===== config.mk =====
export PLATFORM = sky130hd
export DESIGN_NAME = conv_row_accumulator_flat
export DESIGN_NICKNAME = d
export VERILOG_FILES = /design/src/rtl/conv_row_accumulator_if.sv /design/src/rtl/conv_row_accumulator.sv /design/src/flat_wrapper.sv
export SDC_FILE = /design/constraint.sdc
export NUM_CORES = 1
export LEC_CHECK = 0
export CORE_MARGIN = 10
export CORE_UTILIZATION = 43
export DETAILED_ROUTE_END_ITERATION = 10
export PLACE_DENSITY = 0.92
export SLEW_MARGIN = 20
export SYNTH_ARGS = -nofsm -noshare
export SYNTH_HDL_FRONTEND = slang
export SYNTH_SLANG_ARGS = --single-unit

===== constraint.sdc =====
create_clock -name clock -period 2.2 [get_ports clock]
set_input_delay 0.22 -clock clock [delete_from_list [all_inputs] [get_ports clock]]
set_output_delay 0.22 -clock clock [all_outputs]
set_load 0.005 [all_outputs]

===== src/rtl/conv_row_accumulator_if.sv =====
// Bundles the product stream, partial-sum buffer port and pixel stream of the
// row accumulator. The slave modport is the accumulator's view.
`ifndef KERNEL_HEIGHT
`define KERNEL_HEIGHT 3
`endif
`ifndef INPUT_WIDTH_LOG
`define INPUT_WIDTH_LOG 3
`endif
`ifndef OUT_BIN_LEN
`define OUT_BIN_LEN 8
`endif

interface conv_row_accumulator_if #(
  parameter int KERNEL_HEIGHT   = `KERNEL_HEIGHT,
  parameter int INPUT_WIDTH_LOG = `INPUT_WIDTH_LOG,
  parameter int OUT_BIN_LEN     = `OUT_BIN_LEN
);
  logic                                      in_valid;
  logic                                      in_ready;
  logic [KERNEL_HEIGHT-1:0][OUT_BIN_LEN-1:0] products;
  logic [KERNEL_HEIGHT-1:0][OUT_BIN_LEN-1:0] fetch_vals;
  logic [KERNEL_HEIGHT-1:0][OUT_BIN_LEN-1:0] store_vals;
  logic [INPUT_WIDTH_LOG-1:0]                buf_width_index;
  logic                                      buf_enable;
  logic                                      buf_clear;
  logic                                      out_valid;
  logic                                      out_ready;
  logic [OUT_BIN_LEN-1:0]                    out_data;
  logic                                      out_last;

  modport slave (
    input  in_valid, products, fetch_vals, out_ready,
    output in_ready, store_vals, buf_width_index, buf_enable, buf_clear,
           out_valid, out_data, out_last
  );

  modport master (
    output in_valid, products, fetch_vals, out_ready,
    input  in_ready, store_vals, buf_width_index, buf_enable, buf_clear,
           out_valid, out_data, out_last
  );
endinterface


===== src/rtl/conv_row_accumulator.sv =====
// Adds each column's per-row products to the buffered partial sums, writes them
// back, and streams finished pixels once a full kernel window has been summed.
`ifndef KERNEL_HEIGHT
`define KERNEL_HEIGHT 3
`endif
`ifndef KERNEL_WIDTH
`define KERNEL_WIDTH 3
`endif
`ifndef INPUT_WIDTH
`define INPUT_WIDTH 5
`endif
`ifndef INPUT_WIDTH_LOG
`define INPUT_WIDTH_LOG 3
`endif
`ifndef INPUT_HEIGHT
`define INPUT_HEIGHT 5
`endif
`ifndef OUT_BIN_LEN
`define OUT_BIN_LEN 8
`endif

module conv_row_accumulator #(
  parameter int KERNEL_HEIGHT   = `KERNEL_HEIGHT,
  parameter int KERNEL_WIDTH    = `KERNEL_WIDTH,
  parameter int INPUT_WIDTH     = `INPUT_WIDTH,
  parameter int INPUT_WIDTH_LOG = `INPUT_WIDTH_LOG,
  parameter int INPUT_HEIGHT    = `INPUT_HEIGHT,
  parameter int OUT_BIN_LEN     = `OUT_BIN_LEN
) (
  input  logic                    clock,
  input  logic                    reset,
  input  logic                    start,
  conv_row_accumulator_if.slave   bus,
  output logic                    busy,
  output logic                    done,
  output logic                    overflow
);

  localparam int ROW_W = $clog2(INPUT_HEIGHT + 1);
  localparam logic [INPUT_WIDTH_LOG-1:0] COL_FIRST = INPUT_WIDTH_LOG'(KERNEL_WIDTH - 1);
  localparam logic [INPUT_WIDTH_LOG-1:0] COL_LAST  = INPUT_WIDTH_LOG'(INPUT_WIDTH - 1);
  localparam logic [ROW_W-1:0]           ROW_FIRST = ROW_W'(KERNEL_HEIGHT - 1);
  localparam logic [ROW_W-1:0]           ROW_LAST  = ROW_W'(INPUT_HEIGHT - 1);
  localparam logic [OUT_BIN_LEN-1:0]     SUM_MAX   = '1;

  typedef enum logic [1:0] {IDLE, CLEAR, RUN, DRAIN} state_t;

  state_t                     state_q, state_d;
  logic [INPUT_WIDTH_LOG-1:0] col_q, col_d;
  logic [ROW_W-1:0]           row_q, row_d;
  logic                       out_valid_q, out_valid_d;
  logic [OUT_BIN_LEN-1:0]     out_data_q, out_data_d;
  logic                       out_last_q, out_last_d;
  logic                       overflow_q, overflow_d;
  logic                       done_q, done_d;

  logic [KERNEL_HEIGHT-1:0][OUT_BIN_LEN-1:0] sum;
  logic [KERNEL_HEIGHT-1:0]                  lane_ovf;
  logic in_ready, accept, col_in_window, row_in_window, emit, col_end, row_end;

  // Returns {saturated, value}; the carry out of the widened add is the overflow.
  function automatic logic [OUT_BIN_LEN:0] sat_add(input logic [OUT_BIN_LEN-1:0] a,
                                                   input logic [OUT_BIN_LEN-1:0] b);
    logic [OUT_BIN_LEN:0] s;
    s = {1'b0, a} + {1'b0, b};
    if (s[OUT_BIN_LEN]) return {1'b1, SUM_MAX};
    return s;
  endfunction

  always_comb begin : lane_sum
    logic [OUT_BIN_LEN:0] t;
    t        = '0;
    sum      = '0;
    lane_ovf = '0;
    for (int i = 0; i < KERNEL_HEIGHT; i++) begin
      t           = sat_add(bus.fetch_vals[i], bus.products[i]);
      sum[i]      = t[OUT_BIN_LEN-1:0];
      lane_ovf[i] = t[OUT_BIN_LEN];
    end
  end

  assign in_ready      = (state_q == RUN) && (!out_valid_q || bus.out_ready);
  assign accept        = bus.in_valid && in_ready;
  assign col_in_window = col_q >= COL_FIRST;
  assign row_in_window = row_q >= ROW_FIRST;
  assign emit          = accept && col_in_window && row_in_window;
  assign col_end       = col_q == COL_LAST;
  assign row_end       = row_q == ROW_LAST;

  assign bus.in_ready        = in_ready;
  assign bus.store_vals      = sum;
  assign bus.buf_width_index = col_q;
  assign bus.buf_enable      = accept && col_in_window;
  assign bus.buf_clear       = state_q == CLEAR;
  assign bus.out_valid       = out_valid_q;
  assign bus.out_data        = out_data_q;
  assign bus.out_last        = out_last_q;
  assign busy                = state_q != IDLE;
  assign done                = done_q;
  assign overflow            = overflow_q;

  always_comb begin
    state_d     = state_q;
    col_d       = col_q;
    row_d       = row_q;
    out_valid_d = out_valid_q;
    out_data_d  = out_data_q;
    out_last_d  = out_last_q;
    overflow_d  = overflow_q;
    done_d      = 1'b0;

    if (out_valid_q && bus.out_ready) out_valid_d = 1'b0;

    case (state_q)
      IDLE: begin
        if (start) begin
          state_d    = CLEAR;
          overflow_d = 1'b0;
        end
      end
      CLEAR: begin
        col_d   = '0;
        row_d   = '0;
        state_d = RUN;
      end
      RUN: begin
        if (accept) begin
          if (|lane_ovf) overflow_d = 1'b1;
          // A freshly loaded pixel overrides the handshake clear above.
          if (emit) begin
            out_valid_d = 1'b1;
            out_data_d  = sum[KERNEL_HEIGHT-1];
            out_last_d  = row_end && col_end;
          end
          if (col_end) begin
            col_d = '0;
            row_d = row_q + 1'b1;
            if (row_end) state_d = DRAIN;
          end else begin
            col_d = col_q + 1'b1;
          end
        end
      end
      DRAIN: begin
        if (out_valid_q && bus.out_ready && out_last_q) begin
          done_d  = 1'b1;
          state_d = IDLE;
        end
      end
      default: state_d = IDLE;
    endcase
  end

  // Registered boundary: control state, counters and the output pixel.
  always_ff @(posedge clock) begin
    if (reset) begin
      state_q     <= IDLE;
      col_q       <= '0;
      row_q       <= '0;
      out_valid_q <= 1'b0;
      out_data_q  <= '0;
      out_last_q  <= 1'b0;
      overflow_q  <= 1'b0;
      done_q      <= 1'b0;
    end else begin
      state_q     <= state_d;
      col_q       <= col_d;
      row_q       <= row_d;
      out_valid_q <= out_valid_d;
      out_data_q  <= out_data_d;
      out_last_q  <= out_last_d;
      overflow_q  <= overflow_d;
      done_q      <= done_d;
    end
  end

endmodule


===== src/flat_wrapper.sv =====
// flat-port wrapper written by rule: the top's interface ports become plain ports
module conv_row_accumulator_flat 
#(
  parameter int KERNEL_HEIGHT   = `KERNEL_HEIGHT,
  parameter int KERNEL_WIDTH    = `KERNEL_WIDTH,
  parameter int INPUT_WIDTH     = `INPUT_WIDTH,
  parameter int INPUT_WIDTH_LOG = `INPUT_WIDTH_LOG,
  parameter int INPUT_HEIGHT    = `INPUT_HEIGHT,
  parameter int OUT_BIN_LEN     = `OUT_BIN_LEN
)
  (clock, reset, start, busy, done, overflow, bus_in_valid, bus_products, bus_fetch_vals, bus_out_ready, bus_in_ready, bus_store_vals, bus_buf_width_index, bus_buf_enable, bus_buf_clear, bus_out_valid, bus_out_data, bus_out_last);
  conv_row_accumulator_if #(.KERNEL_HEIGHT(KERNEL_HEIGHT), .INPUT_WIDTH_LOG(INPUT_WIDTH_LOG), .OUT_BIN_LEN(OUT_BIN_LEN)) bus_i ();
  input  logic clock;
  input  logic reset;
  input  logic start;
  output logic busy;
  output logic done;
  output logic overflow;
  input wire logic [$bits(bus_i.in_valid)-1:0] bus_in_valid;
  input wire logic [$bits(bus_i.products)-1:0] bus_products;
  input wire logic [$bits(bus_i.fetch_vals)-1:0] bus_fetch_vals;
  input wire logic [$bits(bus_i.out_ready)-1:0] bus_out_ready;
  output wire logic [$bits(bus_i.in_ready)-1:0] bus_in_ready;
  output wire logic [$bits(bus_i.store_vals)-1:0] bus_store_vals;
  output wire logic [$bits(bus_i.buf_width_index)-1:0] bus_buf_width_index;
  output wire logic [$bits(bus_i.buf_enable)-1:0] bus_buf_enable;
  output wire logic [$bits(bus_i.buf_clear)-1:0] bus_buf_clear;
  output wire logic [$bits(bus_i.out_valid)-1:0] bus_out_valid;
  output wire logic [$bits(bus_i.out_data)-1:0] bus_out_data;
  output wire logic [$bits(bus_i.out_last)-1:0] bus_out_last;
  assign bus_i.in_valid = bus_in_valid;
  assign bus_i.products = bus_products;
  assign bus_i.fetch_vals = bus_fetch_vals;
  assign bus_i.out_ready = bus_out_ready;
  assign bus_in_ready = bus_i.in_ready;
  assign bus_store_vals = bus_i.store_vals;
  assign bus_buf_width_index = bus_i.buf_width_index;
  assign bus_buf_enable = bus_i.buf_enable;
  assign bus_buf_clear = bus_i.buf_clear;
  assign bus_out_valid = bus_i.out_valid;
  assign bus_out_data = bus_i.out_data;
  assign bus_out_last = bus_i.out_last;
  conv_row_accumulator #(.KERNEL_HEIGHT(KERNEL_HEIGHT), .KERNEL_WIDTH(KERNEL_WIDTH), .INPUT_WIDTH(INPUT_WIDTH), .INPUT_WIDTH_LOG(INPUT_WIDTH_LOG), .INPUT_HEIGHT(INPUT_HEIGHT), .OUT_BIN_LEN(OUT_BIN_LEN)) u_core (.clock(clock), .reset(reset), .start(start), .bus(bus_i), .busy(busy), .done(done), .overflow(overflow));
endmodule

==> qor.csv <==
metric;value;unit
htree_levels;1;
grt_pass1_vias;3004;
synth_enable_flop_cells;0;
finClkSkew;0.00598;ns
status;complete, but fails checks;
synthTopCellsByCount;33 x ha_1, 23 x nor2_1, 20 x dfxtp_1;
num_rows;25;
cts_made_buffers;3;
ios;96;
total_power;0.00224;W
wl_met3;793;µm
antenna_found_initial;1;
synth.distinct_cells;60;
worstSetupStartpointType;input pin;
ir_worst_vdd;0.331;mV
ys_warn_count;0;
post-synth-top-area-cell;ha_1;
postSynthAreaPerCell;8.45;µm²
drive_gt1_frac;0.407;
crit_required;1.98;ns
grt_max_degree;15;
track_usage;0.219;
rsz0062_at_grt;yes;
top_layer;met4;
ant_nets;0;
routed-wl-met2;5650;µm
via_per_inst;5.80;
cts_max_path_buffers;2;
finish.utilization;0.852;
maxSlewViolCount;0;
hpwl;6520;µm
port_buffers;95;
worstMarginPinSlew;0.590;ns
setup_ws;-0.0907;ns
cts-root-buf;clkbuf_8;
relSlewSlack;0.605;
grt_pass1_wl;15000;µm
hold_ws;0.504;ns
ys_ff_latch;20;
start_util;0.451;
synthArstFlopShare;0;
violations;negative setup slack;
clk_pin_slew;0.07;ns
setup_viol;6;
tritoncts;yes;
fin_crit_sh;1.04;
fin_nets;520;
hold_buffers;0;
netlist_area;2170;µm²
synthFlopType;dfxtp_1;
place_congestion;0.901;
first_pass_iters;5;
yosys.area.top_type_share;0.190;
post-route-drc-count;0;
critPathKind;in2out;
pwr_density_cell;545;nW/µm²
dp_slack;-0.674;ns
cts.sink_count;20;
die-area;8290;µm²
finalWirelength;10800;µm
fillers;268;
fmax;437;MHz
wl_met1;3520;µm
first_iter_violations;163;
hold_viol_final;0;
critPathMaxFanout;2;
synth_fp_nets;346;
arrival;2.07;ns
vias;2886;
fin_crit;2.29;ns
core_area;4820;µm²
wl_per_cell;21.7;µm
hold_class;reg2reg;
power_leakage;1.84;nW
worst_setup_path_end_kind;output pin;
syn_inst;257;
yosysSeqAreaShare;0.184;
fp.dieW;91.1;µm
overflow;0;
clock_latency;0.27;ns
die_y;91.1;µm
netlist_top_cells_area;ha_1 19%, dfxtp_1 18%, xnor2_1 5.2%;
synth.most_common_cell;ha_1;
maxCapViolCount;0;
syn_to_final_growth;89.1;%
-- metrics by stage --
step	cells	setup TNS (ns)	cell area [µm²]
after floorplan	257	0	2170
after global placement	471	-13.90	3590
after detailed placement	471	-16.22	3590
after CTS	494	-0.0427	3890
after global routing	498	-0.784	4110
final	498	-0.291	4110
-- what timing repair did --
| action | CTS | global route |
|---|---|---|
| pin swaps | 32 | 31 |
| endpoints found under the setup margin | 25 | 26 |
| gates resized for setup | 137 | 63 |
| buffers inserted | 19 | 4 |
-- cells by family (layout without fill, tap and decap cells) --
family / Yosys count / after routing / synth area share
compound gates: 59 / 59 / 0.223
xor+xnor: 16 / 16 / 0.0646
fa+ha+maj: 36 / 36 / 0.218
buf+inv: 25 / 198 / 0.0542
flops: 20 / 20 / 0.184
mux: 6 / 6 / 0.0282
other cells: 0 / 1 / 0
simple gates: 95 / 95 / 0.228
-- layout by cell type (no fill, tap or decap), types with 3 or more instances in the layout --
| cell | instances |
|---|---|
| a211oi_1 | 5 |
| nand2_1 | 14 |
| o21a_1 | 5 |
| o21bai_1 | 3 |
| nor2_1 | 22 |
| clkdlybuf4s15_1 | 6 |
| ha_1 | 18 |
| buf_6 | 16 |
| nand2_2 | 3 |
| mux2i_1 | 5 |
| or3_1 | 3 |
| clkdlybuf4s50_1 | 43 |
| dlygate4sd2_1 | 9 |
| nor2b_1 | 5 |
| inv_1 | 17 |
| clkbuf_2 | 10 |
| buf_4 | 70 |
| a21oi_2 | 4 |
| ha_4 | 12 |
| ha_2 | 3 |
| o21ai_0 | 4 |
| xor2_1 | 3 |
| a21oi_4 | 4 |
| a21oi_1 | 6 |
| fa_2 | 3 |
| o21ai_2 | 4 |
| or2_2 | 4 |
| nor3_1 | 15 |
| clkbuf_8 | 4 |
| dfxtp_1 | 20 |
| dlymetal6s2s_1 | 10 |
| buf_2 | 11 |
| xnor2_1 | 11 |
| nand2b_1 | 6 |
-- routing by layer --
layer | global-route usage | vias to the layer above
met5 | 0 | -
met1 | 0.200 | 1360
met2 | 0.434 | 182
met4 | 0.102 | 0
li1 | - | 1266
met3 | 0.0617 | 78
-- report_power, final --
part           internal [W]  leakage [nW]  total (W)  switching [W]
clock network      0.000160        0.0288   0.000284       0.000124
logic              0.000789          1.65    0.00152       0.000729
registers          0.000395         0.162   0.000434      0.0000399
total               0.00134          1.84    0.00224       0.000893
-- layout make-up --
cell class | instances | area, µm² | area share
sequential | 20 | 400 | 0.0975
tap | 67 | 83.8 | 0.0204
clock buffer | 4 | 55.1 | 0.0134
multi-input combinational | 212 | 1990 | 0.484
antenna | 1 | 2.50 | 0.000610
inverter | 19 | 71.3 | 0.0174
timing repair buffer | 175 | 1510 | 0.367
-- worst max-delay path: stages --
cell      delay (ns)
buf_6           0.10
ha_4            0.15
fa_2            0.41
a21oi_4         0.22
buf_6           0.12
buf_4           0.09
nor2b_1         0.07
nor2_1          0.33
xor2_1          0.19
nand2_1         0.06
clkbuf_2        0.11
-- flip-flops by register name, indices dropped and copies added, names as in the netlist --
register and count:
u_core.bus.out_data 8, u_core.bus.buf_width_index 3, u_core.row_q 3, u_core.state_q 2, u_core.bus.out_last 1, u_core.bus.out_valid 1
u_core.done 1, u_core.overflow 1
-- worst paths after layout --
check	from	endpoint	slack, ns	depth (start not counted)
worst min-delay path	u_core.bus.out_data[4]$_SDFFE_PP0P_	u_core.bus.out_data[4]$_SDFFE_PP0P_	0.50	2
worst min register to register	u_core.bus.out_data[4]$_SDFFE_PP0P_	u_core.bus.out_data[4]$_SDFFE_PP0P_	0.50	2
worst max register to register	u_core.state_q[0]$_SDFFE_PP0P_	u_core.row_q[1]$_SDFFE_PP0P_	0.14	7
worst max-delay path	bus_fetch_vals[0]	bus_store_vals[4]	-0.09	11
(Power assumes the default switching activity.)
